File: config.mk
export PLATFORM = sky130hd
export DESIGN_NAME = mem_port_arbiter
export DESIGN_NICKNAME = d
export VERILOG_FILES = /design/src/rtl/mem_port_arbiter.sv
export SDC_FILE = /design/constraint.sdc
export NUM_CORES = 1
export LEC_CHECK = 0
export ABC_AREA = 1
export ABC_CLOCK_PERIOD_IN_PS = 3610
export BUFFER_PORTS_ARGS = -buffer_cell sky130_fd_sc_hd__buf_2
export CORE_MARGIN = 5
export CORE_UTILIZATION = 30
export CTS_CLUSTER_DIAMETER = 100
export DETAILED_ROUTE_END_ITERATION = 12
export PLACE_DENSITY = 0.59
export SLEW_MARGIN = 20
export SYNTH_ARGS = -nofsm -noshare
export SYNTH_HDL_FRONTEND = slang
export SYNTH_SLANG_ARGS = --single-unit
export TNS_END_PERCENT = 20
File: constraint.sdc
create_clock -name clk -period 3.61 [get_ports clk]
set_input_delay 0.1805 -clock clk [delete_from_list [all_inputs] [get_ports clk]]
set_output_delay 0.1805 -clock clk [all_outputs]
set_load 0.1 [all_outputs]
File: src/rtl/mem_port_arbiter.sv
// Shares the core's single-port RAM between fetch (I) and load/store (D).
// Optional address check enabled by MEM_PORT_ARBITER_CHECK_EN.
module mem_port_arbiter #(
  parameter int ADDR_W    = 32,
  parameter int DATA_W    = 32,
  parameter int MEM_BYTES = 128
) (
  input  logic              clk,
  input  logic              resetn,
  input  logic              i_req,
  input  logic [ADDR_W-1:0] i_addr,
  output logic [DATA_W-1:0] i_rdata,
  output logic              i_ack,
  input  logic              d_req,
  input  logic              d_we,
  input  logic [ADDR_W-1:0] d_addr,
  input  logic [DATA_W-1:0] d_wdata,
  output logic [DATA_W-1:0] d_rdata,
  output logic              d_ack,
  output logic              err,
  output logic              busy,
  output logic              ram_we,
  output logic [ADDR_W-1:0] ram_a,
  output logic [DATA_W-1:0] ram_wd,
  input  logic [DATA_W-1:0] ram_rd
);

  typedef enum logic [1:0] {
    IDLE,
    ACCESS,
    CAPTURE,
    RESP
  } state_t;

  if (MEM_BYTES < 4 || MEM_BYTES % 4 != 0) begin : g_mem_bytes_chk
    $error("MEM_BYTES must be a positive multiple of 4");
  end

  state_t            state;
  logic              owner;
  logic              last_grant;
  logic              is_store;
  logic              gnt_any;
  logic              gnt_d;
  logic [ADDR_W-1:0] gnt_addr;
  logic              gnt_bad;
  logic              rej;

  // owner/last_grant: 1 = D, 0 = I
  always_comb begin
    gnt_any  = i_req | d_req;
    gnt_d    = d_req & (~i_req | ~last_grant);
    gnt_addr = gnt_d ? d_addr : i_addr;
  end

`ifdef MEM_PORT_ARBITER_CHECK_EN
  logic err_q;
  assign gnt_bad = (gnt_addr[1:0] != 2'b00) ||
                   (gnt_addr >= ADDR_W'(MEM_BYTES));
  assign err     = err_q;
`else
  assign gnt_bad = 1'b0;
  assign rej     = 1'b0;
  assign err     = 1'b0;
`endif

  always_ff @(posedge clk) begin
    if (!resetn) begin
      state      <= IDLE;
      owner      <= 1'b0;
      last_grant <= 1'b1;
      is_store   <= 1'b0;
      i_ack      <= 1'b0;
      d_ack      <= 1'b0;
      busy       <= 1'b0;
      ram_we     <= 1'b0;
      ram_a      <= '0;
      ram_wd     <= '0;
      i_rdata    <= '0;
      d_rdata    <= '0;
`ifdef MEM_PORT_ARBITER_CHECK_EN
      rej        <= 1'b0;
      err_q      <= 1'b0;
`endif
    end else begin
      i_ack <= 1'b0;
      d_ack <= 1'b0;
`ifdef MEM_PORT_ARBITER_CHECK_EN
      err_q <= 1'b0;
`endif
      unique case (state)
        IDLE: begin
          if (gnt_any) begin
            owner      <= gnt_d;
            last_grant <= gnt_d;
            ram_a      <= gnt_addr;
            ram_wd     <= d_wdata;
            ram_we     <= gnt_d & d_we & ~gnt_bad;
            is_store   <= gnt_d & d_we;
            busy       <= 1'b1;
            state      <= ACCESS;
`ifdef MEM_PORT_ARBITER_CHECK_EN
            rej        <= gnt_bad;
`endif
          end
        end
        ACCESS: begin
          ram_we <= 1'b0;
          state  <= CAPTURE;
        end
        CAPTURE: begin
          if (!is_store && !rej) begin
            if (owner) d_rdata <= ram_rd;
            else       i_rdata <= ram_rd;
          end
          if (owner) d_ack <= 1'b1;
          else       i_ack <= 1'b1;
`ifdef MEM_PORT_ARBITER_CHECK_EN
          err_q <= rej;
`endif
          state <= RESP;
        end
        RESP: begin
          busy  <= 1'b0;
          state <= IDLE;
        end
        default: state <= IDLE;
      endcase
    end
  end

endmodule

Word level (Yosys, flattened, before mapping)
Cells that the tools add are included.
Storage, ports and cells
  bits in registers: 137
  output and inout port bits: 133
  input port bits: 133
  word-level logic and storage cells: 42
Cells by class
  reduce and logical (&&, ||, !) cells: 9
  equality and inequality tests: 4
  muxes and demuxes: 9
  bitwise gates (word level): 8
Operator list (count)
  32-bit 2-to-1 mux: 1
  2-bit one-hot mux with 4 select lines: 1
  2-bit AND reduction: 4
  3-bit AND reduction: 2
  2-bit == test (second input constant): 2
  1-bit 2-to-1 mux: 4
  1-bit NOT: 4
  1-bit one-hot mux with 2 select lines: 2
  2-bit nonzero test: 2
  1-bit AND: 2
  2-bit by 1-bit == test with 1-bit output (second input constant): 1
  2-bit logical NOT: 1
  2-bit 2-to-1 mux: 1
  2-bit != test (second input constant): 1
  1-bit bitwise OR: 2

Depth between registers and ports, before layout
Gate-level depths: netlist (run 1).
  depth in word-level cells: 6
  gate-level depth with buffers: 8

Least setup slack after synthesis (run 1)
OpenSTA, ideal clock, no wires.
  path kind: reg2reg
  from: reg state[0]
  to: reg ram_wd[10]
  path slack: 2.231 ns
  data arrival time: 1.314 ns
  cell stages (with the launch flop): 9
  required time: 3.545 ns
  setup time: 0.065 ns
  cells stage by stage: dfxtp_1 > inv_1 > ha_1 > inv_2 > nor2_4 > buf_4 > buf_4 > nor2_1 > nor2_1
Between the ends
  cells in the longest elaborated chain, start to end: 2
RTL lines
  start, declared: line 39  | state_t state;
  start signal, assigned: line 69  | state <= IDLE;
  start signal, assigned: line 101  | state <= ACCESS;
  start signal, assigned: line 109  | state <= CAPTURE;
  2-bit logical NOT: line 91  | unique case (state)
  2-bit AND reduction (no line)
  end signal, assigned: line 97  | ram_wd <= d_wdata;
  end, declared: line 24  | output logic [DATA_W-1:0] ram_wd,
Every way passes these cells.
A chain may end at the register's enable or synchronous reset.

Final worst setup path (run 1)
  from: reg state[0]
  to: reg i_rdata[9]
Between the ends
  cells in the longest elaborated chain, start to end: 2
RTL lines
  2-bit == test: line 91
  3-bit AND reduction (no line)
  end signal, assigned: line 114  | else i_rdata <= ram_rd;
  end, declared: line 12  | output logic [DATA_W-1:0] i_rdata,
Every way passes these cells.

==> impl_metrics.env, run 1 <==
export IMPL_run_status="finished, final reports clean"
export IMPL_critPathLaunchType="flop"
export IMPL_grt_start_max_net_pins=136
export IMPL_routed_antenna_nets=0
export IMPL_floorplan_die_width_um=143.2
export IMPL_cts_num_sinks=137
export IMPL_cp_common_cell="nor2_1"
export IMPL_min_delay_start="d_wdata[26]"
export IMPL_synth_avg_cell_area_um2=7.091
export IMPL_initial_antenna_violation_count=2
export IMPL_total_leakage_power_nw=3.777
export IMPL_clock_fmax_ghz=0.4048
export IMPL_most_used_cells_in_the_layout_excluding_fill_and_tap_cells="nor2_1, buf_2, dfxtp_1, o21ai_0, nand2_1"
export IMPL_power_per_cell_area_nw_per_um2=1089
export IMPL_post_layout_nonfiller_instances=1231
export IMPL_vias=5364
export IMPL_share_of_cells_above_drive_strength_1_pct=30.02
export IMPL_power_report_internal_total_w=0.003569
export IMPL_synth_sequential_area_ratio_pct=51.50
export IMPL_numPlacedInstances=1196
export IMPL_finalHoldViolCount=0
export IMPL_cpLargestDelayFamily="buffers and inverters"
export IMPL_synthesized_flop_and_latch_total=137
export IMPL_max_slew_margin_rel_pct=29.26
export IMPL_r2r_start="state[0]"
export IMPL_drv_slew=0
export IMPL_synth_lib_cells_used_distinct=20
export IMPL_global_route_wire_length_before_repair_mm=25.81
export IMPL_dpl_cell_area_um2=6730
export IMPL_antenna_diode_count=0
export IMPL_dieArea_um2=20510
export IMPL_design_final_nets=1131
export IMPL_final_min_clock_period_ps=2471
export IMPL_filler_cell_count=1855
export IMPL_timing_critical_path_required_ps=3900
export IMPL_cp_max_fo=33
export IMPL_drc=0
export IMPL_share_seq_of_total_power_pct=26.0
export IMPL_detail_route_wl_per_cell_um=13.11
export IMPL_drt_iter0_drc=184
export IMPL_worstSkewPairLatency_ps=410
export IMPL_timing_setup_tns_ps=0
export IMPL_swShare_pct=55.46
export IMPL_place_hpwl_mm=11.16
export IMPL_cts_inserted_buffers=17
export IMPL_synth_fp_nets=889
export IMPL_fp_coreArea_um2=17360
export IMPL_max_stage_delay_ps=850
export IMPL_crit_path_cell_trace="inv_1, ha_1, nand2_1, buf_4, clkinv_1, nor2_1, nor2_1"
export IMPL_synth_cells=751
export IMPL_holdCritPathClass="primary input to flop"
export IMPL_post_route_cell_area_um2=7360
export IMPL_cts_root_buffer="clkbuf_16"
export IMPL_worstMarginPinSlew_ps=1058
export IMPL_h_tree_depth=4
export IMPL_clkSlewWorstSetupHoldPaths_ps=60
export IMPL_detail_route_first_pass_iterations=6
export IMPL_layout_cells_most_common="nor2_1"
export IMPL_timing_max_cap_violations=0
export IMPL_postCtsSetupRepairBufs=0
export IMPL_vias_per_cell=4.357
export IMPL_switching_power_summed_over_all_nets_w=0.004444
export IMPL_grt_ovfl_total=0
export IMPL_syn2layout_area_growth_pct=38.20
export IMPL_initial_utilization_pct=30.68
export IMPL_drt_total_wl_mm=16.14
export IMPL_synthesis_area_um2=5325
export IMPL_synthesis_yosys_warnings=0
export IMPL_post_cts_resized_instances=0
export IMPL_setup_viol_count_final=0
export IMPL_power_combinational_fraction_pct=52.2
export IMPL_worstSetupPathType="flop to flop"
export IMPL_cell_depth_of_the_worst_flop_to_flop_path=7
export IMPL_cp_startpoint="state[0]"
export IMPL_die_y_um=143.2
export IMPL_power_clock_fraction_pct=21.8
export IMPL_clock_tree_buffer_depth=2
export IMPL_crit_cells=7
export IMPL_worst_path_buf_inv=3
export IMPL_critPathSlowestCell="clkinv_1"
export IMPL_grt_pass1_vias=5181
export IMPL_gr_usage_total_pct=15.63
export IMPL_cell_row_count=48
export IMPL_period_share_pct=68.44
export IMPL_design_portCount=266
export IMPL_setup_crit_end_kind="flop"
export IMPL_quantity_of_i_o_buffers_inserted_on_ports=264
export IMPL_rsz0062_at_grt="no"
export IMPL_place_congestion=0.7880
export IMPL_cts_tree="done"
export IMPL_worst_clock_skew_ps=14.43
export IMPL_whs_path_depth=3
export IMPL_worst_ir_drop_on_vdd_mv=0.5622
export IMPL_crit_arrival_ps=2760
## cells in the mapped netlist (all sizes together)
cell type,number,area [um2]
nor2,299,1132
conb,1,3.750
buf,28,151.4
dfxtp,137,2743
clkbuf,19,71.32
ha,5,62.56
nand4,1,6.260
nand3,3,15.01
inv,42,157.7
nand3b,1,7.510
nand2,83,314.1
a21oi,3,15.01
o21ai,129,645.6
## metrics by stage
step	total power, W	hold slack [ps]	setup WS (ps)	util [%]
finish	0.008013	23.35	1139	42.40
global route	0.008450	11.23	791.2	42.40
CTS	0.008103	0.6071	1437	42.35
detailed placement	0.006322	437.5	1446	38.78
global placement	0.006311	430.8	1462	38.78
floorplan	0.005661	344.9	2231	-
## layout make-up
cell class | count | area (um2) | share of cell area (%)
Sequential cell | 137 | 2743 | 37.27
Multi-Input combinational cell | 525 | 2207 | 29.99
Timing Repair Buffer | 270 | 1380 | 18.75
Clock buffer | 18 | 429.2 | 5.831
Tap cell | 225 | 281.5 | 3.825
Clock inverter | 14 | 161.4 | 2.193
Inverter | 42 | 157.7 | 2.142
## worst paths after layout
kind	endpoint	slack, ps
setup / recovery	i_rdata[9]	1140
hold / removal	ram_wd[26]	20
setup reg to reg	i_rdata[9]	1140
hold reg to reg	last_grant	460
## worst reg2reg max path, stage by stage (launching register included)
cell and delay [ps]:
dfxtp_1 350, inv_1 90, ha_1 260, nand2_1 80
buf_4 320, clkinv_1 860, nor2_1 320, nor2_1 70
## timing repair
item                                   4_1_cts  5_1_grt
setup endpoints to repair                    0        0
endpoints found under the hold margin        3        0
hold buffers                                 3        0
## sequential cells by signal, summed over array words and instances (netlist names)
name        count
owner           1
busy            1
last_grant      1
d_ack           1
state           2
d_rdata        32
ram_a          32
ram_we          1
is_store        1
i_ack           1
ram_wd         32
i_rdata        32
## routing by layer
metal  vias to the layer above  wire, um  track usage (%)
met5                         -        27                0
met4                         4       204            5.005
met3                        15      1875            6.765
met2                       224      6867            24.38
met1                      2310      7160            19.54
li1                       2811         -                -
## cell families (layout without fill, tap and decap cells)
kind of cell / count (synthesis) / count (layout) / share of synthesized area (%)
simple gates: 387 / 387 / 27.70
flops: 137 / 137 / 51.50
compound gates: 132 / 132 / 12.41
buf+inv: 89 / 344 / 7.143
fa+ha+maj: 5 / 5 / 1.175
other cells: 1 / 1 / 0.07042
## power groups by stage
stage                     Clock, W  Sequential [W]  Combinational [W]
after CTS                  0.00180         0.00209            0.00422
after floorplan                  0         0.00476           0.000905
after global routing       0.00187         0.00214            0.00444
after global placement           0         0.00210            0.00421
final                      0.00175         0.00209            0.00418
after detailed placement         0         0.00212            0.00421
(Power assumes the default switching activity.)
==> run 2, diff against run 1 <==
--- a/config.mk
+++ b/config.mk
@@ -6,7 +6,7 @@
 export NUM_CORES = 1
 export LEC_CHECK = 0
 export ABC_AREA = 1
-export ABC_CLOCK_PERIOD_IN_PS = 3610
+export ABC_CLOCK_PERIOD_IN_PS = 2500
 export BUFFER_PORTS_ARGS = -buffer_cell sky130_fd_sc_hd__buf_2
 export CORE_MARGIN = 5
 export CORE_UTILIZATION = 30
==> constraint.sdc (replaced) <==
create_clock -name clk -period 2.5 [get_ports clk]
set_input_delay 0.125 -clock clk [delete_from_list [all_inputs] [get_ports clk]]
set_output_delay 0.125 -clock clk [all_outputs]
set_load 0.1 [all_outputs]
==> run 2 against run 1 <==
  * Flip-flop and latch count unchanged
  * Worst hold slack worse by 13 ps
  * Count of clock-buffer cells in the layout is 1 lower
  * Combinational power grew 47%
  * Global-route usage increased by 0.45 points
  * Utilization is 4.4 points higher
  * Maximum frequency increased by 35%
  * Critical path type unchanged
  * Largest cell class unchanged
==> impl_metrics.env, run 2 (synthesis gave the netlist of run 1 again) <==
export IMPL_run_status="finished, final reports clean"
export IMPL_cts_inserted_buffers=17
export IMPL_final_min_clock_period_ps=1828
export IMPL_clock_fmax_ghz=0.5471
export IMPL_drc=0
export IMPL_crit_arrival_ps=2160
export IMPL_filler_cell_count=1772
export IMPL_dpl_cell_area_um2=6805
export IMPL_post_route_cell_area_um2=8119
export IMPL_critPathLaunchType="flop"
export IMPL_syn2layout_area_growth_pct=52.47
export IMPL_h_tree_depth=4
export IMPL_crit_path_cell_trace="inv_1, ha_1, nand3b_1, inv_1, buf_4, nor2_1, nor2_1"
export IMPL_vias_per_cell=4.341
export IMPL_power_per_cell_area_nw_per_um2=1431
export IMPL_most_used_cells_in_the_layout_excluding_fill_and_tap_cells="nor2_1, buf_2, dfxtp_1, o21ai_0, nand2_1"
export IMPL_setup_crit_end_kind="flop"
export IMPL_place_congestion=0.8026
export IMPL_holdCritPathClass="primary input to flop"
export IMPL_layout_cells_most_common="nor2_1"
export IMPL_place_hpwl_mm=11.57
export IMPL_rsz0062_at_grt="no"
export IMPL_detail_route_first_pass_iterations=4
export IMPL_setup_viol_count_final=0
export IMPL_routed_antenna_nets=0
export IMPL_grt_ovfl_total=0
export IMPL_worstMarginPinSlew_ps=518.8
export IMPL_grt_pass1_vias=5288
export IMPL_initial_antenna_violation_count=0
export IMPL_clkSlewWorstSetupHoldPaths_ps=60
export IMPL_vias=5669
export IMPL_hold_ws_ps=10.13
export IMPL_total_leakage_power_nw=4.129
export IMPL_worstSkewPairLatency_ps=410
export IMPL_clock_tree_buffer_depth=2
export IMPL_period_share_pct=73.11
export IMPL_cts_root_buffer="clkbuf_16"
export IMPL_cell_row_count=48
export IMPL_post_cts_resized_instances=0
export IMPL_initial_utilization_pct=30.68
export IMPL_worst_clock_skew_ps=12.90
export IMPL_global_route_wire_length_before_repair_mm=26.43
export IMPL_antenna_diode_count=0
export IMPL_drt_total_wl_mm=16.98
export IMPL_worstSetupPathType="flop to flop"
export IMPL_detail_route_wl_per_cell_um=13.00
export IMPL_max_slew_margin_rel_pct=65.65
export IMPL_timing_critical_path_required_ps=2830
export IMPL_cp_max_fo=32
export IMPL_floorplan_die_width_um=143.2
export IMPL_design_portCount=266
export IMPL_quantity_of_i_o_buffers_inserted_on_ports=264
export IMPL_timing_max_cap_violations=0
export IMPL_grt_start_max_net_pins=94
export IMPL_timing_setup_tns_ps=0
export IMPL_cts_num_sinks=137
export IMPL_cpLargestDelayFamily="buffers and inverters"
export IMPL_finalHoldViolCount=0
export IMPL_gr_usage_total_pct=16.07
export IMPL_drv_slew=0
export IMPL_dieArea_um2=20510
export IMPL_post_layout_nonfiller_instances=1306
export IMPL_design_final_nets=1207
export IMPL_worst_ir_drop_on_vdd_mv=0.7460
export IMPL_cts_tree="done"
export IMPL_critPathSlowestCell="nand3b_1"
export IMPL_numPlacedInstances=1201
export IMPL_max_stage_delay_ps=360
export IMPL_drt_iter0_drc=195
export IMPL_fp_coreArea_um2=17360
export IMPL_worst_path_buf_inv=3
export IMPL_share_of_cells_above_drive_strength_1_pct=28.40
export IMPL_postCtsSetupRepairBufs=0
export IMPL_totalPowerFinal_w=0.01162
export IMPL_cts_hold_fix_buffers=74
export IMPL_die_y_um=143.2
run 2: path summary, 6_finish.rpt:
check	startpoint	to	slack, ps	depth (start not counted)
max	state[0]	d_rdata[26]	670	7
min reg2reg	last_grant	last_grant	460	2
max reg2reg	state[0]	d_rdata[26]	670	7
min	ram_rd[2]	i_rdata[2]	10	3
run 2: final cells by class:
| class | count | area [um2] | share of cell area (%) |
|---|---|---|---|
| Clock buffer | 17 | 425.4 | 5.240 |
| Clock inverter | 14 | 147.6 | 1.818 |
| Inverter | 42 | 157.7 | 1.942 |
| Multi-Input combinational cell | 525 | 2202 | 27.12 |
| Sequential cell | 137 | 2743 | 33.78 |
| Tap cell | 225 | 281.5 | 3.467 |
| Timing Repair Buffer | 346 | 2162 | 26.63 |
run 2: per-stage QoR:
stage / worst slack, ps / utilization (%)
after global placement: 639.0 / 39.21
after global routing: 473.5 / 46.78
after floorplan: 1121 / -
after CTS: 626.8 / 46.78
after detailed placement: 630.3 / 39.21
final: 672.3 / 46.78
run 2: tightest hold or removal path: stages:
cell and delay [ps]:
buf_2 100, o21ai_0 80, nor2_1 70
run 2: routing by layer:
layer,track usage [%],share of wire [%],vias up
met4,5.154,1.5,0
li1,-,-,2962
met3,6.597,11,17
met1,19.68,43,2461
met5,0,0,-
met2,25.84,44,229
run 2: power breakdown:
group | switching [W] | total [W] | internal [W]
registers | 0.000265 | 0.00301 | 0.00275
clock network | 0.000980 | 0.00245 | 0.00147
logic | 0.00514 | 0.00616 | 0.00102
==> run 3, diff against run 2 <==
--- a/config.mk
+++ b/config.mk
@@ -6,7 +6,7 @@
 export NUM_CORES = 1
 export LEC_CHECK = 0
 export ABC_AREA = 1
-export ABC_CLOCK_PERIOD_IN_PS = 2500
+export ABC_CLOCK_PERIOD_IN_PS = 1800
 export BUFFER_PORTS_ARGS = -buffer_cell sky130_fd_sc_hd__buf_2
 export CORE_MARGIN = 5
 export CORE_UTILIZATION = 30
==> constraint.sdc (replaced) <==
create_clock -name clk -period 1.8 [get_ports clk]
set_input_delay 0.09 -clock clk [delete_from_list [all_inputs] [get_ports clk]]
set_output_delay 0.09 -clock clk [all_outputs]
set_load 0.1 [all_outputs]
==> run 3 against run 2 <==
  * Largest power group unchanged
  * Via count rose by 3.8%
  * Clock power rose by 54%
  * Combinational power rose by 42%
  * Critical path depth rose by 1
  * Count of clock-buffer cells in the layout rose by 2
  * Sequential power rose by 39%
  * Utilization rose by 2.8 points
  * Flip-flop and latch count did not move
  * Critical path type unchanged
  * Wire length rose by 6.1%
==> impl_metrics.env, run 3 (synthesis gave the netlist of run 1 again) <==
export IMPL_dpl_cell_area_um2=6875
export IMPL_critPathSlowestCell="dfxtp_1"
export IMPL_post_route_cell_area_um2=8600
export IMPL_grt_pass1_vias=5703
export IMPL_rsz0062_at_grt="no"
export IMPL_r2r_start="state[0]"
export IMPL_max_stage_delay_ps=330
export IMPL_cell_depth_of_the_worst_flop_to_flop_path=8
export IMPL_grt_ovfl_total=0
export IMPL_crit_path_cell_trace="inv_1, ha_2, inv_2, nor2_4, buf_12, nand2_1, nor2_1, nor2_1"
export IMPL_detail_route_wl_per_cell_um=13.38
export IMPL_initial_antenna_violation_count=2
export IMPL_place_hpwl_mm=11.74
export IMPL_clock_fmax_ghz=0.6225
export IMPL_syn2layout_area_growth_pct=61.49
export IMPL_finalHoldViolCount=0
export IMPL_global_route_wire_length_before_repair_mm=28.28
export IMPL_antenna_diode_count=0
export IMPL_holdCritPathClass="primary input to flop"
export IMPL_clock_tree_buffer_depth=2
export IMPL_cp_common_cell="nor2_1"
export IMPL_grt_start_max_net_pins=51
export IMPL_h_tree_depth=4
export IMPL_most_used_cells_in_the_layout_excluding_fill_and_tap_cells="nor2_1, buf_2, dfxtp_1, o21ai_0, dlygate4sd3_1"
export IMPL_detail_route_first_pass_iterations=4
export IMPL_timing_max_cap_violations=0
export IMPL_worst_ir_drop_on_vdd_mv=1.311
export IMPL_design_portCount=266
export IMPL_drv_slew=0
export IMPL_critPathLaunchType="flop"
export IMPL_worst_clock_skew_ps=17.84
export IMPL_numPlacedInstances=1207
export IMPL_vias=5886
export IMPL_timing_critical_path_required_ps=2110
export IMPL_crit_cells=8
export IMPL_drt_iter0_drc=133
export IMPL_power_per_cell_area_nw_per_um2=1945
export IMPL_cp_startpoint="state[0]"
export IMPL_period_share_pct=89.25
export IMPL_worstSkewPairLatency_ps=420
export IMPL_rrSetupSlack_ps=190
export IMPL_quantity_of_i_o_buffers_inserted_on_ports=264
export IMPL_gr_usage_total_pct=17.26
export IMPL_hold_ws_ps=20.28
export IMPL_layout_cells_most_common="nor2_1"
export IMPL_post_layout_nonfiller_instances=1346
export IMPL_max_slew_margin_rel_pct=65.63
export IMPL_final_min_clock_period_ps=1606
export IMPL_clkSlewWorstSetupHoldPaths_ps=60
export IMPL_floorplan_die_width_um=143.2
export IMPL_run_status="finished, final reports clean"
export IMPL_timing_setup_tns_ps=0
export IMPL_initial_utilization_pct=30.68
export IMPL_drt_total_wl_mm=18.01
export IMPL_setup_crit_end_kind="flop"
export IMPL_cp_max_fo=50
export IMPL_cts_inserted_buffers=17
export IMPL_cts_tree="done"
export IMPL_design_final_nets=1247
export IMPL_setup_viol_count_final=0
export IMPL_place_congestion=0.7843
export IMPL_timing_critical_path_to="ram_a[20]"
export IMPL_crit_arrival_ps=1910
export IMPL_fp_coreArea_um2=17360
export IMPL_routed_antenna_nets=0
export IMPL_worstSetupPathType="flop to flop"
export IMPL_cpLargestDelayFamily="simple AND/OR/NAND/NOR gates"
export IMPL_worst_r2r_endpoint="ram_a[20]"
export IMPL_share_of_cells_above_drive_strength_1_pct=28.01
export IMPL_die_y_um=143.2
export IMPL_worst_path_buf_inv=3
export IMPL_drc=0
export IMPL_vias_per_cell=4.373
export IMPL_cts_root_buffer="clkbuf_16"
export IMPL_worstMarginPinSlew_ps=519.1
export IMPL_total_leakage_power_nw=4.333
export IMPL_cts_num_sinks=137
export IMPL_dieArea_um2=20510
export IMPL_cell_row_count=48
export IMPL_totalPowerFinal_w=0.01673
==> run 3: timing repair <==
item | CTS | global route
hold buffers | 108 | 0
endpoints found under the hold margin | 127 | 0
resized for setup | 0 | 1
setup buffers | 0 | 0
setup endpoints to repair | 0 | 7
==> run 3: through the flow <==
step	worst slack (ps)	util (%)
after floorplan	421.1	-
after detailed placement	174.6	39.61
after global placement	213.1	39.61
final	193.5	49.55
after global routing	55.91	49.55
after CTS	165.8	49.53
==> run 3: cell type report <==
class | count | area (um2)
clock inverters | 12 | 187.7
clock buffers | 19 | 452.9
multi-input cells | 525 | 2205
flip-flops and latches | 137 | 2743
repair buffers | 386 | 2572
fillers | 1678 | 8757
well taps | 225 | 281.5
inverters | 42 | 157.7
==> run 3: tightest hold or removal path, stage by stage <==
cell    delay [ps]
buf_2           80
inv_1           30
nor2_1          90
nor2_1          50
nor2_1          60
==> run 3: how the worst min path moves through the flow <==
stage	slack [ps]	depth (start not counted)	endpoint	start
floorplan	250	2	ram_wd[24]	d_wdata[24]
global placement	340	3	ram_wd[22]	d_wdata[22]
detailed placement	350	3	ram_wd[20]	d_wdata[20]
CTS	2	5	ram_a[2]	d_addr[2]
global route	30	5	ram_a[27]	d_addr[27]
finish	20	5	ram_a[23]	d_addr[23]
==> run 3: routing by layer <==
metal	GRT usage, %	routed length, um	up-vias	share of wire, %
met5	0	14	-	0.078
met4	6.293	389	4	2.2
met3	6.932	1839	29	10
met2	28.19	8115	247	45
met1	20.56	7653	2563	42
li1	-	-	3043	-
==> run 3: report_power, final <==
part / internal (W) / switching [W]
logic: 0.00154 / 0.00721
clock network: 0.00241 / 0.00138
registers: 0.00381 / 0.000375
total: 0.00776 / 0.00896
